**src/rtl/fifo_pkg.sv**
```systemverilog
// fifo_pkg: shared constants for the parametrised SRL FIFO.
//   clog2()          - constant ceiling-log2, used for count and address widths
//   ERR_OVF/ERR_UNF  - bit positions of the sticky error flags in the error vector
package fifo_pkg;

  localparam int ERR_OVF = 0;
  localparam int ERR_UNF = 1;
  localparam int ERR_W   = 2;

  function automatic int clog2(input int value);
    int r;
    r = 0;
    while ((1 << r) < value) r++;
    return r;
  endfunction

endpackage

```
**src/rtl/srl_shreg.sv**
```systemverilog
// srl_shreg: WIDTH x DEPTH shift register with a random-access read tap.
// Kept free of any reset so synthesis can map it onto SRL primitives.
//   clk  - rising-edge clock
//   en   - shift enable: entry[i] <= entry[i-1], entry[0] <= din
//   din  - data shifted into entry 0
//   addr - read tap select
//   q    - entry[addr], combinational
module srl_shreg #(
  parameter int WIDTH = 8,
  parameter int DEPTH = 16,
  parameter int AW    = 4
) (
  input  logic             clk,
  input  logic             en,
  input  logic [WIDTH-1:0] din,
  input  logic [AW-1:0]    addr,
  output logic [WIDTH-1:0] q
);

  logic [WIDTH-1:0] mem [DEPTH];

  always_ff @(posedge clk) begin
    if (en) begin
      mem[0] <= din;
      for (int i = DEPTH - 1; i > 0; i--) begin
        mem[i] <= mem[i-1];
      end
    end
  end

  assign q = mem[addr];

endmodule

```
**src/rtl/srl_fifo_param.sv**
```systemverilog
// srl_fifo_param: shift-register FIFO, first-word-fall-through.
// New data always enters entry 0; the read tap addr points at the oldest
// entry (count-1), so a read only moves the tap and never moves data.
//   clk          - rising-edge clock
//   rst          - asynchronous active-low reset (control state only)
//   wr, din      - write strobe and data
//   rd           - read strobe; pops the entry on dout
//   clr_err      - synchronous clear of the sticky error flags
//   dout         - oldest entry (don't-care when empty)
//   empty, full, almost_empty, almost_full, count - occupancy status
//   overflow     - sticky: a write was dropped
//   underflow    - sticky: a read hit an empty FIFO
module srl_fifo_param
  import fifo_pkg::*;
#(
  parameter int WIDTH      = 8,
  parameter int DEPTH      = 16,
  parameter int AFULL_LVL  = DEPTH - 2,
  parameter int AEMPTY_LVL = 2,
  parameter int CW         = clog2(DEPTH + 1)
) (
  input  logic             clk,
  input  logic             rst,
  input  logic             wr,
  input  logic             rd,
  input  logic [WIDTH-1:0] din,
  input  logic             clr_err,
  output logic [WIDTH-1:0] dout,
  output logic             empty,
  output logic             full,
  output logic             almost_empty,
  output logic             almost_full,
  output logic [CW-1:0]    count,
  output logic             overflow,
  output logic             underflow
);

  localparam int AW = clog2(DEPTH);

  logic [CW-1:0]    count_q;
  logic [AW-1:0]    addr_q;
  logic [ERR_W-1:0] err_q;
  logic [ERR_W-1:0] err_set;
  logic             wr_acc;
  logic             rd_acc;

  // A write into a full FIFO is still accepted when a read frees a slot
  // in the same cycle.
  assign wr_acc = wr & (~full | rd);
  assign rd_acc = rd & ~empty;

  always_comb begin
    err_set          = '0;
    err_set[ERR_OVF] = wr & full & ~rd;
    err_set[ERR_UNF] = rd & empty;
  end

  always_ff @(posedge clk or negedge rst) begin
    if (!rst) begin
      count_q <= '0;
      addr_q  <= '0;
      err_q   <= '0;
    end else begin
      unique case ({wr_acc, rd_acc})
        2'b10: begin
          count_q <= count_q + CW'(1);
          // First entry lands at index 0, which is already where the tap sits.
          if (count_q != '0) addr_q <= addr_q + AW'(1);
        end
        2'b01: begin
          count_q <= count_q - CW'(1);
          if (count_q != CW'(1)) addr_q <= addr_q - AW'(1);
        end
        default: ;
      endcase
      // A new error in the same cycle as clr_err keeps the flag set.
      err_q <= (err_q & ~{ERR_W{clr_err}}) | err_set;
    end
  end

  srl_shreg #(
    .WIDTH (WIDTH),
    .DEPTH (DEPTH),
    .AW    (AW)
  ) u_shreg (
    .clk  (clk),
    .en   (wr_acc),
    .din  (din),
    .addr (addr_q),
    .q    (dout)
  );

  assign count        = count_q;
  assign empty        = (count_q == '0);
  assign full         = (count_q == CW'(DEPTH));
  assign almost_empty = (count_q <= CW'(AEMPTY_LVL));
  assign almost_full  = (count_q >= CW'(AFULL_LVL));
  assign overflow     = err_q[ERR_OVF];
  assign underflow    = err_q[ERR_UNF];

endmodule
```
**config.mk**
```make
export PLATFORM = sky130hd
export DESIGN_NAME = srl_fifo_param
export DESIGN_NICKNAME = d
export VERILOG_FILES = /design/src/rtl/fifo_pkg.sv /design/src/rtl/srl_shreg.sv /design/src/rtl/srl_fifo_param.sv
export SDC_FILE = /design/constraint.sdc
export NUM_CORES = 1
export LEC_CHECK = 0
export ABC_AREA = 1
export CAP_MARGIN = 20
export CORE_MARGIN = 5
export CORE_UTILIZATION = 29
export CTS_BUF_LIST = sky130_fd_sc_hd__clkbuf_8
export DETAILED_ROUTE_END_ITERATION = 8
export DONT_BUFFER_PORTS = 1
export HOLD_SLACK_MARGIN = 0.03
export PLACE_DENSITY = 0.43
export SYNTH_ARGS = -nofsm -noshare
export SYNTH_HDL_FRONTEND = slang
export SYNTH_SLANG_ARGS = --single-unit
```
**constraint.sdc**
```tcl
create_clock -name clk -period 5.5 [get_ports clk]
set_input_delay 1.1 -clock clk [delete_from_list [all_inputs] [get_ports clk]]
set_output_delay 1.1 -clock clk [all_outputs]
set_load 0.005 [all_outputs]
```
# Word-level counts from Yosys, hierarchy flattened
# Memories as Yosys holds them, arrays and structs flattened.
# Index checks and enable logic that the tools add are counted.
# op_classes
shifts	0
n_bitwise	12
muxes	6
multipliers	0
n_reduce_logical	4
n_lt_le_gt_ge	2
eq_ne	6
add_sub_neg	4
n_div	0
# op_table
cell	n
case mux 5 bit (2 select lines)	1
two-way mux 4 bit	2
case mux 4 bit (2 select lines)	1
adder 5 x 1 -> 5 bit (second input constant)	1
AND 1 bit	5
== test 5 bit (second input constant)	1
greater-or-equal comparator 5 x 4 -> 1 bit (second input constant)	1
less-or-equal comparator 5 x 2 -> 1 bit (second input constant)	1
zero test 5 bit	1
inequality test 5 x 1 -> 1 bit (second input constant)	1
nonzero test 5 bit	1
subtractor 5 x 1 -> 5 bit (second input constant)	1
adder 4 x 1 -> 4 bit (second input constant)	1
inequality test 2 bit (second input constant)	2
subtractor 4 x 1 -> 4 bit (second input constant)	1
NOT 1 bit	3
AND reduction 3 bit	1
AND 2 bit	1
== test 2 x 1 -> 1 bit (second input constant)	1
== test 2 bit (second input constant)	1
two-way mux 1 bit	2
NOT 2 bit	1
bitwise OR 2 bit	1
nonzero test 2 bit	1
bitwise OR 1 bit	1
# totals
in_bits	13
reg_bits	11
mem_bits_rw	128
out_inout_bits	19
memories	1
latchBits	0
elab_cells	38
rom_bits	0
# memory_table
memory	depth	width	read_ports	rd_clocked_by_memory_dff	wr	line	text
u_shreg.mem	16	8	16	0	16	srl_shreg.sv:20	logic [WIDTH-1:0] mem [DEPTH];

# Longest topological paths before layout
# Gate-level depths: netlist (run 1).
# depth
ltp_word	7
depth_mapped	14
depth_no_buf	14

# Hierarchy
# From an unflattened synthesis (run 1), not the netlist that was laid out.
# hier_totals
hier_cells	624
hier_area_um2	6348.6
# modules_own_cells
module	area_each_um2	instances	seq_area_each_um2	cells_each
srl_shreg	5502.8	1	3843.7	516
srl_fifo_param	845.8	1	275.3	108

# Worst setup path before layout (run 1)
# No wires, ideal clock.
# synth_timing
kind	input to register
startpoint	input port rd
endpoint	register addr_q[0]
arrival_ns	4.615
setup_slack_ns	0.769
t_required_ns	5.383
cell_stages	10
path_cell_list	inv_1 > nand2_1 > nand2_1 > inv_1 > ha_1 > nand4_1 > nand3_1 > inv_1 > nand2_1 > nand2_1
# synth_between
elab_chain_cells	5
# synth_rtl
element	line	text
start: declaration	srl_fifo_param.sv:25	input logic rd,
bitwise OR 1 bit (*)	srl_fifo_param.sv:49	assign wr_acc = wr & (~full | rd);
AND 1 bit (*)	srl_fifo_param.sv:49	
named net u_shreg.en	srl_shreg.sv:14	input logic en,
== test 2 x 1 -> 1 bit / == test 2 bit (equally long branches)	srl_fifo_param.sv:64	unique case ({wr_acc, rd_acc})
inequality test 2 bit (no line) / nonzero test 2 bit (equally long branches)	n/a	
AND reduction 3 bit (no line)	n/a	
end signal: assignment	srl_fifo_param.sv:68	if (count_q != '0) addr_q <= addr_q + AW'(1);
end signal: assignment	srl_fifo_param.sv:72	if (count_q != CW'(1)) addr_q <= addr_q - AW'(1);
end: declaration	srl_fifo_param.sv:41	logic [AW-1:0] addr_q;
# Mark *: on every way through the listed nets, which the timed path passes. The rest lies on a longest branch.
# A chain may end at the register's enable or synchronous reset.

# Worst setup path in the final report (run 1)
# layout_timing
startpoint	register addr_q[1]
endpoint	output port dout[7]
# layout_between
elab_chain_cells	1
# layout_rtl
element	line	text
memory (16 x 8 bit)	n/a	
end: declaration	srl_fifo_param.sv:28	output logic [WIDTH-1:0] dout,
# No other way between the ends.

==> run summary, run 1 <==
Status = completed
Area of the multi-input gates = 1510 sq um
Num rows = 53
Slew @ Worst Pin = 1.04 ns
H-Tree Depth = 4
CTS Sinks = 139
Critical path fanouts, max = 35
Final hold viol count = 0
Combinational power share = 0.317
Post-DR vias/cell = 4.23
Total global-route track usage = 0.101
Latest clock arrival within the worst-skew pair = 0.43 ns
Worst EP arrival = 2.36 ns
Antenna-violating nets left = 0
Sequential fraction of the synthesis area = 0.665
Flops & latches, synth = 139
Cts bufs inserted = 17
Clk pwr share = 0.252
Synth Warn # = 0
Post-synth EDFFs = 128
Area contributors post-synth = edfxtp_1, nand2_1, nand3_1
Clk_skew = 0.0121 ns
Routed WL = 12000 um
Fill count = 2104
Synthesized area = 6190 sq um
CP startpoint = addr_q[1]
Drt initial violations = 390
Cts hold-fix bufs = 0
Share of layout cells above drive strength 1 = 0.0612
Final period util = 0.629
Yosys top cell area share = 0.621
Clk buf depth = 2
Crit start category = flop
Worst IR Drop VDD = 0.196 mV
Reg-to-Reg Start = count[0]
Int Power = 2070 uW
Routed length per instance = 13.4 um
Setup bufs post-CTS = 0
Post_cts resized = 0
CTS clock-pin slew for the worst setup and hold paths = 0.08 ns
Switching Share = 0.369
Drt pass-1 iters = 4
Antenna cells = 0
Ys flop type = edfxtp_1
Setup-violating endpoint count in the final report = 0
# IOs = 32
Vias in the first global route = 3531
Sw Pwr = 1210 uW
Area of the die = 24400 sq um
Max Clk Rate = 0.289 GHz
Met2 WL = 5430 um
Global-route wire length before repair = 19400 um
Met1 WL = 5970 um
Power per cell area = 480 nW/um^2
Nets = 631
CTS root buf = clkbuf_8
Final worst path period need = 3.46 ns
Synthesis-to-finish area growth = 10.6%
Starting Density = 0.295
Highest Signal Layer = met4
Leading cell type by number of instances after synthesis = nand2_1
Synthesized area per cell = 10.2 sq um
Place WS = 2.30 ns
Mapped Cells = 609
Synth area leader = edfxtp_1
Core area = 21000 sq um
Initial antenna violation count = 0
TritonCTS clock tree = yes
Max incr delay on CP = 0.46 ns
CP Capture Type = output pin
Synth unique cells = 20
Leakage = 0.00302 uW
Setup TNS = 0 ns
Worst Setup Path Type = flop to output pin
Congestion Overflow GR = 0
Post-DP HPWL = 6960 um
Critical path's slowest cell = inv_1
CP most frequent cell = nand3_1
Largest net degree at the start of global routing = 84
Async set or reset register ratio after synthesis = 0.0791
Power share of the sequential group = 0.431
Slew headroom = 0.305
Most frequent cells after synthesis = nand2_1, edfxtp_1, inv_1, nand3_1, buf_2
Storage element area = 4120 sq um
RSZ-0062 raised after global routing = no
Die W = 156 um
Synth Net Count = 632
Final Worst Setup Slack = 2.04 ns
Number of remaining DRC errors = 0
Via count = 3787
Met3 Routed Length = 516 um
Critical path cell sequence = buf_4, inv_1, buf_4, nand3_1, nand3_1, nand3_1, nand2_1
Slew Viols, Final = 0
Hold crit path type = input pin to async pin
Worst path required time = 4.40 ns
Port Buf Inserts = 0
Die height = 156 um
Max Cap Viol = 0
GPL Wtd Cong = 0.728
-- metrics by stage --
step	hold WS [ns]	std cells	area, sq um	power (uW)	util
after detailed placement	0.432	864	6460	2510	0.307
after floorplan	0.426	609	6190	2230	-
final	0.358	896	6850	3290	0.326
after global placement	0.427	864	6460	2490	0.307
after CTS	0.314	896	6850	3350	0.326
after global routing	0.304	896	6850	3550	0.326
-- cells by family (layout without fill, tap and decap cells) --
group	Yosys count	count (layout)	synth area share
flip-flops	139	139	0.665
adder cells (fa/ha/maj)	10	10	0.0214
buffers and inverters	142	154	0.0909
AO/OA/AOI/OAI	11	11	0.00929
AND/OR/NAND/NOR	301	301	0.205
XOR/XNOR	6	6	0.00849
-- per-layer routing --
metal	track usage	vias to the layer above
met3	0.0341	8
met5	0	-
li1	-	1952
met1	0.144	1773
met2	0.147	54
met4	0.0322	0
-- cells in the final DEF (no fill, tap or decap), drive strengths merged --
cell	synthesis	final
nor3	1	1
inv	116	119
nand2	189	189
fa	1	1
a21oi	1	1
nor2	5	5
o22ai	2	2
dfrtp	11	11
buf	23	6
clkinvlp	0	3
edfxtp	128	128
nand3	103	103
xor2	4	4
clkinv	0	6
clkbuf	3	17
ha	9	9
nand4	3	3
bufinv	0	3
xnor2	2	2
o21ai	8	8
-- power groups by stage --
stage | registers (uW) | logic (uW) | clock network [uW]
after global routing | 1440 | 1200 | 908
final | 1420 | 1040 | 827
after floorplan | 1410 | 823 | 0
after global placement | 1440 | 1060 | 0
after detailed placement | 1440 | 1060 | 0
after CTS | 1420 | 1070 | 863
-- worst max-delay path, delay by kind of cell (launching register included) --
kind          cells  cell delay (ns)
buf+inv           3             1.10
simple gates      4             0.47
flops             1             0.36
-- flip-flops by register name (all words and copies together), names as in the netlist --
name / cells
u_shreg.mem: 128
count: 5
addr_q: 4
err_q: 2
-- layout make-up --
| type | instances | area share |
|---|---|---|
| Sequential cell | 139 | 0.602 |
| Multi-Input combinational cell | 328 | 0.220 |
| Inverter | 116 | 0.0639 |
| Tap cell | 275 | 0.0502 |
| Clock buffer | 17 | 0.0342 |
| Clock inverter | 15 | 0.0230 |
| Timing Repair Buffer | 6 | 0.00658 |
-- final timing paths --
path / to / slack (ns) / cells past startpoint
max in group asynchronous: addr_q[0] / 5.07 / 0
setup / recovery: dout[7] / 2.04 / 7
min in group clk: u_shreg.mem[12][4] / 0.44 / 0
hold reg to reg: u_shreg.mem[12][4] / 0.44 / 0
hold / removal: count[3] / 0.36 / 0
setup reg to reg: u_shreg.mem[9][4] / 2.47 / 8
Note: power is estimated with default switching activity, not from simulation.
==> run 2, diff against run 1 <==
==> constraint.sdc (replaced) <==
create_clock -name clk -period 3.2 [get_ports clk]
set_input_delay 0.64 -clock clk [delete_from_list [all_inputs] [get_ports clk]]
set_output_delay 0.64 -clock clk [all_outputs]
set_load 0.005 [all_outputs]
==> run 2 against run 1 <==
  * Combinational power is 86% higher
  * Clock skew grew 0.0028 ns
  * Global-route usage grew 0.17 points
  * Die area unchanged
  * Total power is 79% higher
  * Final area up 1.5%
  * Flip-flop and latch count unchanged
  * Register-to-register slack got worse by 1.7 ns
  * Clock power rose by 85%
  * Critical path depth did not move
  * Clock-buffer cell count unchanged
  * Largest cell class unchanged
  * Highest routed layer unchanged
==> run summary, run 2 (synthesis results as in run 1) <==
Status = completed
Clk buf depth = 2 (unchanged)
Clk_skew = 0.0149 ns (+0.00284 ns)
Congestion Overflow GR = 0 (unchanged)
RR Endpoint = addr_q[3]
Drt pass-1 iters = 4 (unchanged)
Global-route wire length before repair = 19800 um (+1.9%)
H-Tree Depth = 4 (unchanged)
Die height = 156 um (unchanged)
Worst path required time = 2.56 ns (-1.84 ns)
Most flops, register = u_shreg.mem
Critical path fanouts, max = 66 (+89%)
Storage element area = 4120 sq um (about the same)
Most common cell after layout, fill and taps aside = nand2_1
Nets = 633 (+0.32%)
Power per cell area = 845 nW/um^2 (+76%)
Place WS = 0.815 ns (-1.48 ns)
Crit start category = flop
Drt initial violations = 295 (-24%)
RSZ-0062 raised after global routing = no
Post-DP HPWL = 6370 um (-8.4%)
Largest net degree at the start of global routing = 129 (+54%)
R2R cell count = 14 (+6)
Antenna cells = 0 (unchanged)
Tot Pwr = 5870 uW (+79%)
M3 GR Usage = 0.0341 (unchanged)
Share of layout cells above drive strength 1 = 0.0787 (+0.0175)
Hold Path Sink = u_shreg.mem[0][5]
Number of remaining DRC errors = 0 (unchanged)
CTS Sinks = 139 (unchanged)
GPL Wtd Cong = 0.732 (+0.65%)
Area of placed instances = 6520 sq um (+1.0%)
Routed WL = 12200 um (+1.1%)
Post_cts resized = 0 (unchanged)
Total global-route track usage = 0.103 (+0.00172)
Post-Layout Inst Area = 6950 sq um (+1.5%)
Max Clk Rate = 0.376 GHz
Top Usage Layer GRT = met2
Area of the die = 24400 sq um (unchanged)
Port Buf Inserts = 0 (unchanged)
Slew headroom = 0.473 (+0.169)
Hold crit path type = input pin to flop
Area of the multi-input gates = 1540 sq um (+2.0%)
Fill count = 2106 (+0.095%)
Beginning of the worst hold path = din[5]
Post-DR vias/cell = 4.25 (+0.62%)
Antenna-violating nets left = 0 (unchanged)
Core area = 21000 sq um (unchanged)
Final Worst Setup Slack = 0.540 ns (-1.50 ns)
Final worst path period need = 2.66 ns
CTS clock-pin slew for the worst setup and hold paths = 0.10 ns (+0.02 ns)
Routed length per instance = 13.5 um (+0.84%)
Initial antenna violation count = 0 (unchanged)
Latest clock arrival within the worst-skew pair = 0.43 ns (about the same)
CP Capture Type = output pin
Leakage = 0.00304 uW (+0.61%)
Slew Viols, Final = 0 (unchanged)
Max Cap Viol = 0 (unchanged)
TritonCTS clock tree = yes
# IOs = 32 (unchanged)
Worst EP arrival = 2.02 ns (-0.34 ns)
Met1 Resource Use GR = 0.141 (-0.00219)
Worst IR Drop VDD = 0.387 mV (+98%)
M2 GR Usage = 0.157 (+0.0105)
Num rows = 53 (unchanged)
Util after Layout = 0.331 (+0.00494)
Setup-violating endpoint count in the final report = 0 (unchanged)
Max FFs per register = 128 (unchanged)
CTS root buf = clkbuf_8
Via count = 3819 (+0.84%)
Worst Setup Path Type = flop to output pin
Final hold viol count = 0 (unchanged)
Most frequent cells in the layout = nand2_1, edfxtp_1, inv_1
Die W = 156 um (unchanged)
R2R setup slack = 0.80 ns (-1.67 ns)
Final period util = 0.831
Worst hold slack = 0.286 ns (-0.0724 ns)
Slew @ Worst Pin = 0.790 ns (-0.253 ns)
Vias in the first global route = 3644 (+3.2%)
Cts bufs inserted = 17 (unchanged)
Reg-to-Reg Start = count[1]
WHS Path Cells = 0
Synthesis-to-finish area growth = 12.3%
Starting Density = 0.295 (unchanged)
-- run 2: worst max path at each step --
stage               startpoint  slack [ns]   endpoint
global placement      count[1]        0.87  addr_q[3]
floorplan             count[1]       -0.50  addr_q[2]
CTS                  addr_q[0]        0.46    dout[7]
finish               addr_q[0]        0.54    dout[1]
detailed placement    count[1]        0.81  addr_q[3]
global route         addr_q[0]        0.29    dout[0]
-- run 2: critical path, stage by stage, from the launching register on --
cell and delay (ns):
dfrtp_2 0.36, buf_4 0.62, nand2_1 0.11, nand2_1 0.10, nand2_1 0.05, nand3_1 0.10, nand3_1 0.10, nand2_1 0.12
-- run 2: power by group --
group	internal, uW	leakage, uW	switching, uW	total, uW
clock	786	0.000205	742	1530
sequential	2260	0.00138	151	2410
combinational	595	0.00145	1330	1930
-- run 2: per-layer routing --
metal  routed length [um]  vias up
met5                    0        -
met4                  110        0
met3                  597        7
met2                 5540       58
met1                 5920     1796
li1                     -     1958
-- run 2: timing repair --
action	CTS	global route
endpoints found under the hold margin	11	0
setup endpoints to repair	0	0
hold buffers	1	0
setup buffers	0	0
-- run 2: cell type report --
| cell class | count | area share |
|---|---|---|
| sequential | 139 | 0.593 |
| multi-input combinational | 328 | 0.222 |
| inverter | 116 | 0.0632 |
| tap | 275 | 0.0495 |
| clock buffer | 17 | 0.0337 |
| clock inverter | 15 | 0.0266 |
| timing repair buffer | 8 | 0.0126 |
-- run 2: per-stage QoR --
step,setup TNS (ns),instances
floorplan,-12.95,609
finish,0,898
global placement,0,865
global route,0,898
detailed placement,0,865
CTS,0,898
